### src/rtl/snn_cluster_pkg.sv
// Shared types and constants for the neuron cluster scan logic.
// Holds the fire-scheduler FSM states, leak mode encodings and default-width potential limits.
package snn_cluster_pkg;

    typedef enum logic [2:0] {
        S_IDLE,
        S_READ,
        S_WAIT,
        S_EVAL,
        S_FIRE,
        S_WRITE,
        S_DONE
    } sche_state_t;

    localparam logic [1:0] LEAK_NONE  = 2'd0;
    localparam logic [1:0] LEAK_SUB   = 2'd1;
    localparam logic [1:0] LEAK_SHIFT = 2'd2;

    localparam int POT_WIDTH_DEF = 32;
    localparam logic [POT_WIDTH_DEF-1:0] POT_MAX = {1'b0, {(POT_WIDTH_DEF-1){1'b1}}};
    localparam logic [POT_WIDTH_DEF-1:0] POT_MIN = {1'b1, {(POT_WIDTH_DEF-1){1'b0}}};

endpackage

### src/rtl/lif_update.sv
// Single-channel leak (none / saturating subtract / arithmetic shift) and signed threshold compare.
// Purely combinational, no latency and no handshake.
module lif_update
    import snn_cluster_pkg::*;
#(
    parameter int POTENTIAL_WIDTH = 32
) (
    input  logic [POTENTIAL_WIDTH-1:0] pot,
    input  logic [1:0]                 leak_mode,
    input  logic [POTENTIAL_WIDTH-1:0] leak_value,
    input  logic [POTENTIAL_WIDTH-1:0] threhold,
    output logic [POTENTIAL_WIDTH-1:0] v,
    output logic                       fire
);

    localparam int W = POTENTIAL_WIDTH;
    localparam logic [W-1:0] V_MAX = {1'b0, {(W-1){1'b1}}};
    localparam logic [W-1:0] V_MIN = {1'b1, {(W-1){1'b0}}};

    logic [W:0] diff;

    always_comb begin
        // One guard bit: overflow shows up as the two top bits disagreeing.
        diff = {pot[W-1], pot} - {leak_value[W-1], leak_value};
        v    = pot;
        case (leak_mode)
            LEAK_NONE:  v = pot;
            LEAK_SUB: begin
                if (diff[W] != diff[W-1]) v = diff[W] ? V_MIN : V_MAX;
                else                      v = diff[W-1:0];
            end
            LEAK_SHIFT: v = $signed(pot) >>> leak_value[4:0];
            default:    v = pot;
        endcase
        fire = $signed(v) >= $signed(threhold);
    end

endmodule

### src/rtl/lif_fire_scheduler.sv
// Scan-phase fire scheduler: leaks, thresholds and writes back every neuron in the potential memory.
// MAX_KERNEL_NUM+3 cycles per spike-free word; each spike stalls in FIRE until post_grant.
module lif_fire_scheduler
    import snn_cluster_pkg::*;
#(
    parameter int POTENTIAL_WIDTH = 32,
    parameter int POTENTIAL_DEPTH = 16,
    parameter int MAX_KERNEL_NUM  = 16,
    parameter int POST_WIDTH      = 32,
    parameter int TS_WIDTH        = 8
) (
    input  logic                                       clk,
    input  logic                                       rst,
    input  logic                                       start_sche,
    input  logic [15:0]                                output_neuron_num,
    input  logic [POTENTIAL_WIDTH-1:0]                 threhold,
    input  logic [POTENTIAL_WIDTH-1:0]                 rest_value,
    input  logic [1:0]                                 leak_mode,
    input  logic [POTENTIAL_WIDTH-1:0]                 leak_value,
    input  logic [TS_WIDTH-1:0]                        timestamp,
    input  logic [POST_WIDTH-1:0]                      post_base,
    output logic                                       pot_ren,
    output logic [$clog2(POTENTIAL_DEPTH)-1:0]         pot_raddr,
    input  logic [POTENTIAL_WIDTH*MAX_KERNEL_NUM-1:0]  pot_rdata,
    output logic                                       pot_wen,
    output logic [$clog2(POTENTIAL_DEPTH)-1:0]         pot_waddr,
    output logic [POTENTIAL_WIDTH*MAX_KERNEL_NUM-1:0]  pot_wdata,
    output logic                                       post_req,
    input  logic                                       post_grant,
    output logic [POST_WIDTH-1:0]                      post_waddr,
    output logic [POST_WIDTH-1:0]                      post_wdata,
    output logic                                       busy,
    output logic                                       finish_sche,
    output logic [15:0]                                spike_count
);

    localparam int W     = POTENTIAL_WIDTH;
    localparam int AW    = $clog2(POTENTIAL_DEPTH);
    localparam int CW    = $clog2(MAX_KERNEL_NUM);
    localparam int TOTAL = POTENTIAL_DEPTH * MAX_KERNEL_NUM;
    localparam logic [CW-1:0] LAST_CH = CW'(MAX_KERNEL_NUM - 1);

    sche_state_t state, state_nxt;

    logic [15:0]           n_q, n_clamped, id, last_word;
    logic [W-1:0]          thr_q, rest_q, leak_q, v;
    logic [1:0]            mode_q;
    logic [TS_WIDTH-1:0]   ts_q;
    logic [POST_WIDTH-1:0] base_q;
    logic [AW-1:0]         word_q;
    logic [CW-1:0]         chan_q;
    logic [W-1:0]          buf_q [MAX_KERNEL_NUM];
    logic                  fire, skip, last_ch;

    // Channel count is a power of two, so the neuron id is just word and channel concatenated.
    assign id        = 16'({word_q, chan_q});
    assign last_word = (n_q - 16'd1) >> CW;
    assign skip      = id >= n_q;
    assign last_ch   = chan_q == LAST_CH;
    assign pot_raddr = word_q;
    assign pot_waddr = word_q;

    always_comb begin
        n_clamped = output_neuron_num;
        if (32'(output_neuron_num) > TOTAL) n_clamped = 16'(TOTAL);
    end

    lif_update #(.POTENTIAL_WIDTH(W)) u_lif (
        .pot        (buf_q[chan_q]),
        .leak_mode  (mode_q),
        .leak_value (leak_q),
        .threhold   (thr_q),
        .v          (v),
        .fire       (fire)
    );

    for (genvar k = 0; k < MAX_KERNEL_NUM; k++) begin : g_pack
        assign pot_wdata[k*W +: W] = buf_q[k];
    end

    always_ff @(posedge clk or negedge rst) begin
        if (!rst) state <= S_IDLE;
        else      state <= state_nxt;
    end

    always_comb begin
        state_nxt   = state;
        pot_ren     = 1'b0;
        pot_wen     = 1'b0;
        post_req    = 1'b0;
        finish_sche = 1'b0;
        busy        = (state != S_IDLE) && (state != S_DONE);
        case (state)
            S_IDLE:  if (start_sche) state_nxt = (output_neuron_num == 16'd0) ? S_DONE : S_READ;
            S_READ: begin
                pot_ren   = 1'b1;
                state_nxt = S_WAIT;
            end
            S_WAIT:  state_nxt = S_EVAL;
            S_EVAL: begin
                if (!skip && fire) state_nxt = S_FIRE;
                else if (last_ch)  state_nxt = S_WRITE;
            end
            S_FIRE: begin
                post_req = 1'b1;
                if (post_grant) state_nxt = last_ch ? S_WRITE : S_EVAL;
            end
            S_WRITE: begin
                pot_wen   = 1'b1;
                state_nxt = (16'(word_q) == last_word) ? S_DONE : S_READ;
            end
            S_DONE: begin
                finish_sche = 1'b1;
                state_nxt   = S_IDLE;
            end
            default: state_nxt = S_IDLE;
        endcase
    end

    always_ff @(posedge clk or negedge rst) begin
        if (!rst) begin
            n_q         <= '0;
            thr_q       <= '0;
            rest_q      <= '0;
            leak_q      <= '0;
            mode_q      <= '0;
            ts_q        <= '0;
            base_q      <= '0;
            word_q      <= '0;
            chan_q      <= '0;
            post_waddr  <= '0;
            post_wdata  <= '0;
            spike_count <= '0;
            for (int k = 0; k < MAX_KERNEL_NUM; k++) buf_q[k] <= '0;
        end else begin
            case (state)
                S_IDLE: if (start_sche) begin
                    n_q         <= n_clamped;
                    thr_q       <= threhold;
                    rest_q      <= rest_value;
                    leak_q      <= leak_value;
                    mode_q      <= leak_mode;
                    ts_q        <= timestamp;
                    base_q      <= post_base;
                    word_q      <= '0;
                    chan_q      <= '0;
                    spike_count <= '0;
                end
                S_WAIT: begin
                    for (int k = 0; k < MAX_KERNEL_NUM; k++) buf_q[k] <= pot_rdata[k*W +: W];
                    chan_q <= '0;
                end
                S_EVAL: begin
                    if (skip || !fire) begin
                        if (!skip) buf_q[chan_q] <= v;
                        chan_q <= chan_q + CW'(1);
                    end else begin
                        // Event fields are registered here so they stay frozen through FIRE.
                        post_waddr <= base_q + POST_WIDTH'(id);
                        post_wdata <= {ts_q, (POST_WIDTH-TS_WIDTH)'(id)};
                    end
                end
                S_FIRE: if (post_grant) begin
                    buf_q[chan_q] <= rest_q;
                    chan_q        <= chan_q + CW'(1);
                    if (spike_count != 16'hFFFF) spike_count <= spike_count + 16'd1;
                end
                S_WRITE: if (16'(word_q) != last_word) word_q <= word_q + AW'(1);
                default: ;
            endcase
        end
    end

endmodule
### config.mk
export PLATFORM = sky130hd
export DESIGN_NAME = lif_fire_scheduler
export DESIGN_NICKNAME = d
export VERILOG_FILES = /design/src/rtl/snn_cluster_pkg.sv /design/src/rtl/lif_update.sv /design/src/rtl/lif_fire_scheduler.sv
export SDC_FILE = /design/constraint.sdc
export NUM_CORES = 2
export LEC_CHECK = 0
export CAP_MARGIN = 0
export CORE_AREA = 4 4 490 492
export CTS_CLUSTER_SIZE = 12
export DETAILED_ROUTE_END_ITERATION = 6
export DIE_AREA = 0 0 494 496
export GPL_ROUTABILITY_DRIVEN = 0
export PLACE_DENSITY = 0.42
export RECOVER_POWER = 50
export SLEW_MARGIN = 5
export SYNTH_ARGS = -nofsm -noshare
export SYNTH_HDL_FRONTEND = slang
export SYNTH_SLANG_ARGS = --single-unit
### constraint.sdc
create_clock -name clk -period 28.3 [get_ports clk]
set_clock_uncertainty 0.15 [all_clocks]
set_input_delay 2.83 -clock clk [delete_from_list [all_inputs] [get_ports clk]]
set_output_delay 2.83 -clock clk [all_outputs]
set_load 0.02 [all_outputs]
==> impl_metrics.py <==
metrics = {
    "run_status": {
        "outcome": "complete, but fails checks",
        "violations": "DRC, capacitance limit, slew limit",
    },
    "detailed_routing": {
        "wire_per_inst_um": 45.2,
        "finalWirelength_um": 476000,
        "drt_iter0_drc": 10490,
        "first_pass_iters": 7,
        "vias": 64079,
        "ant_nets": 0,
        "drc_errors": 103,
        "vias_per_cell": 6.09,
    },
    "cells_and_area": {
        "layout.nets": 7969,
        "multiInputGateArea_um2": 29200,
        "drive_above_1_share_pct": 8.93,
        "fin_util_pct": 29.8,
        "area_growth_pct": 39.4,
        "stdcell_count": 10530,
        "fillerInstances": 25001,
        "final_cell_area_um2": 70100,
        "seqCellArea_um2": 18600,
    },
    "floorplanning": {
        "row_count": 178,
        "dieArea_um2": 245000,
        "die_w_um": 494,
        "initial_core_util_pct": 21.4,
        "pin_count": 1275,
        "die_y_um": 496,
        "coreArea_um2": 235000,
    },
    "sta": {
        "setup-tns-final_ns": 0,
        "fin_ws_ns": 13.77,
        "fin_crit_sh_pct": 51.4,
        "fin_crit_ns": 14.53,
        "maxSlewViolCount": 899,
        "tightestPinTransition_ns": 8.84,
        "max_freq_mhz": 68.8,
        "final_hold_viol_count": 0,
        "grt_setup_unrepaired": "no",
        "slew_headroom_pct": -489,
        "setup_viol": 0,
    },
    "power": {
        "powerDensity_nw_per_um2": 187,
        "ir_drop_mv": 0.171,
        "p_leak_nw": 27.4,
    },
    "logic_synthesis": {
        "synth-seq-area-share_pct": 36.9,
        "synth-edff-count": 0,
        "yosysMostFrequentCell": "nand2_1",
        "synth_top_area_share_pct": 36.9,
        "synth_cell_types": 87,
        "avgSynthCellArea_um2": 8.09,
        "netlist_area_um2": 50300,
        "ys_top_cells_by_area": "dfrtp_1 37%, nand2_1 12%, a21oi_1 8.3%, mux4_2 7.1%, o221ai_1 4.8%",
        "yosys_register_bits": 741,
        "synth_cells": 6218,
        "synthArstFlopShare_pct": 100,
        "yosys_warnings": 0,
        "synth_common_cells": "1629 x nand2_1, 833 x a21oi_1, 741 x dfrtp_1",
        "yosysTopAreaCell": "dfrtp_1",
        "ys.flop_type": "dfrtp_1",
    },
    "placement": {
        "dpl.cell_count": 10253,
        "postPlaceCellArea_um2": 66400,
        "place_worst_setup_slack_ns": 14.24,
        "portBuffers": 1258,
        "dp_hpwl_um": 366000,
    },
    "clock_tree": {
        "cts_buffer_depth": 3,
        "cts_buffers": 101,
        "cts_sinks": 741,
        "post_cts_resize_count": 0,
        "clk_latency_ns": 0.82,
        "postCtsHoldBufs": 0,
        "cts_setup_buffers": 0,
        "clk_pin_slew_ns": 0.06,
        "cts_tree": "yes",
        "cts.htree.levels": 3,
        "cts-root-buf": "clkbuf_16",
    },
    "global_route": {
        "grt-ovfl-total": 0,
        "grt_pass1_vias": 59201,
        "grt_util_all_layers_pct": 37.0,
        "grt_max_degree": 156,
        "antenna_found_initial": 166,
        "grt_pass1_wl_um": 609000,
    },
    "worst_setup_path": {
        "cpMaxStageDelayCell": "buf_4",
        "setup.worst_path.start_class": "flip-flop",
        "startpoint": "chan_q[0]$_DFFE_PN0P_",
        "cpMostUsedCell": "buf_4",
        "r2r_start": "chan_q[0]$_DFFE_PN0P_",
        "crit_path_max_incr_delay_ns": 0.86,
        "cp-end-kind": "flip-flop",
        "path_class": "flip-flop to flip-flop",
        "cp.arrival_ns": 15.03,
        "worstPathRequired_ns": 28.80,
        "path_max_fanout": 72,
    },
    "worst_hold_path": {
        "hold_start": "ts_q[5]$_DFFE_PN0P_",
        "hp-class": "flip-flop to flip-flop",
    },
    "run": {
        "maxCapViolations": 14,
    },
}
-- layer usage --
| layer | share of wire [%] | vias to the layer above | GRT usage [%] | wire [um] |
|---|---|---|---|---|
| li1 | - | 24704 | - | - |
| met1 | 36 | 31855 | 43.5 | 171000 |
| met2 | 41 | 5926 | 53.5 | 196000 |
| met3 | 13 | 1546 | 15.6 | 63500 |
| met4 | 9.4 | 48 | 28.0 | 44800 |
| met5 | 0.075 | - | 0.193 | 355 |
-- critical path, delay by kind of cell, from the launching register on --
family | cells | cell delay, ns
simple gates | 8 | 2.10
flops | 1 | 0.53
fa+ha+maj | 4 | 1.20
compound gates | 17 | 4.37
buf+inv | 10 | 5.25
mux | 1 | 0.56
-- layout by cell type, fill, tap and decap left out, types with 16 or more instances in the layout --
master / count
dfrtp_1: 735
nand3_1: 61
a211oi_1: 23
o21ai_1: 16
buf_4: 176
xnor2_1: 29
and2_1: 21
conb_1: 16
and3_1: 19
mux2_2: 45
o221ai_1: 275
a21oi_1: 831
mux2i_1: 70
a22o_1: 31
inv_1: 152
o22ai_1: 129
a221oi_1: 87
diode_2: 90
clkbuf_1: 38
clkdlybuf4s50_1: 981
clkbuf_8: 32
nor3_1: 45
ha_1: 91
a31oi_1: 49
o211ai_1: 19
a22oi_1: 60
o31ai_1: 19
mux4_2: 159
nor2_1: 243
dlygate4sd3_1: 276
nand4_1: 27
nand2b_1: 21
clkbuf_16: 102
nor2b_1: 24
xor2_1: 35
nand2_1: 1619
o21ai_0: 394
-- logic make-up (layout without fill, tap and decap cells) --
logic type / Yosys count / in the layout / share of synthesized area (%)
other cells: 1 / 106 / 0.00746
mux: 274 / 274 / 9.52
compound gates: 2134 / 2134 / 26.7
xor+xnor: 64 / 64 / 1.11
buf+inv: 741 / 1798 / 5.97
flops: 741 / 741 / 36.9
fa+ha+maj: 93 / 93 / 2.34
simple gates: 2170 / 2170 / 17.5
-- cell type report --
| cell class | instances | share of cell area (%) |
|---|---|---|
| Tap cell | 3150 | 5.62 |
| Multi-Input combinational cell | 4751 | 41.7 |
| Timing Repair Buffer | 1452 | 20.0 |
| Antenna cell | 90 | 0.321 |
| Inverter | 159 | 0.851 |
| Clock inverter | 30 | 0.651 |
| Clock buffer | 157 | 4.39 |
| Sequential cell | 741 | 26.5 |
-- final timing paths --
kind,slack [ns],to,depth (start not counted)
worst max-delay path,13.77,pot_wdata[149]$_DFFE_PN0P_,40
worst min-delay path,0.32,ts_q[5]$_DFFE_PN0P_,2
worst max register to register,13.77,pot_wdata[149]$_DFFE_PN0P_,40
worst min register to register,0.32,ts_q[5]$_DFFE_PN0P_,2
max in group asynchronous,14.46,pot_wdata[427]$_DFFE_PN0P_,2
min in group asynchronous,3.36,base_q[17]$_DFFE_PN0P_,1
-- per-stage QoR --
step	hold WS [ns]	total power (W)
2_1_floorplan	0.292	0.00617
3_3_place_gp	0.307	0.0112
3_5_place_dp	0.309	0.0112
4_1_cts	0.325	0.0127
5_1_grt	0.328	0.0132
6_report	0.320	0.0131
-- registers in the layout, indices dropped and copies added (netlist names), 16 cells and up --
signal       flops
leak_q          32
thr_q           32
post_waddr      32
base_q          32
pot_wdata      512
rest_q          32
n_q             16
post_wdata      16
spike_count     16
-- report_power, final --
group	internal (W)	switching, W	total (W)	leakage, nW
Clock	0.000822	0.000594	0.00142	1.73
Combinational	0.00254	0.00645	0.00899	16.6
Sequential	0.00157	0.00111	0.00268	9.06
Total	0.00493	0.00815	0.0131	27.4
Note: power is estimated with default switching activity, not from simulation.
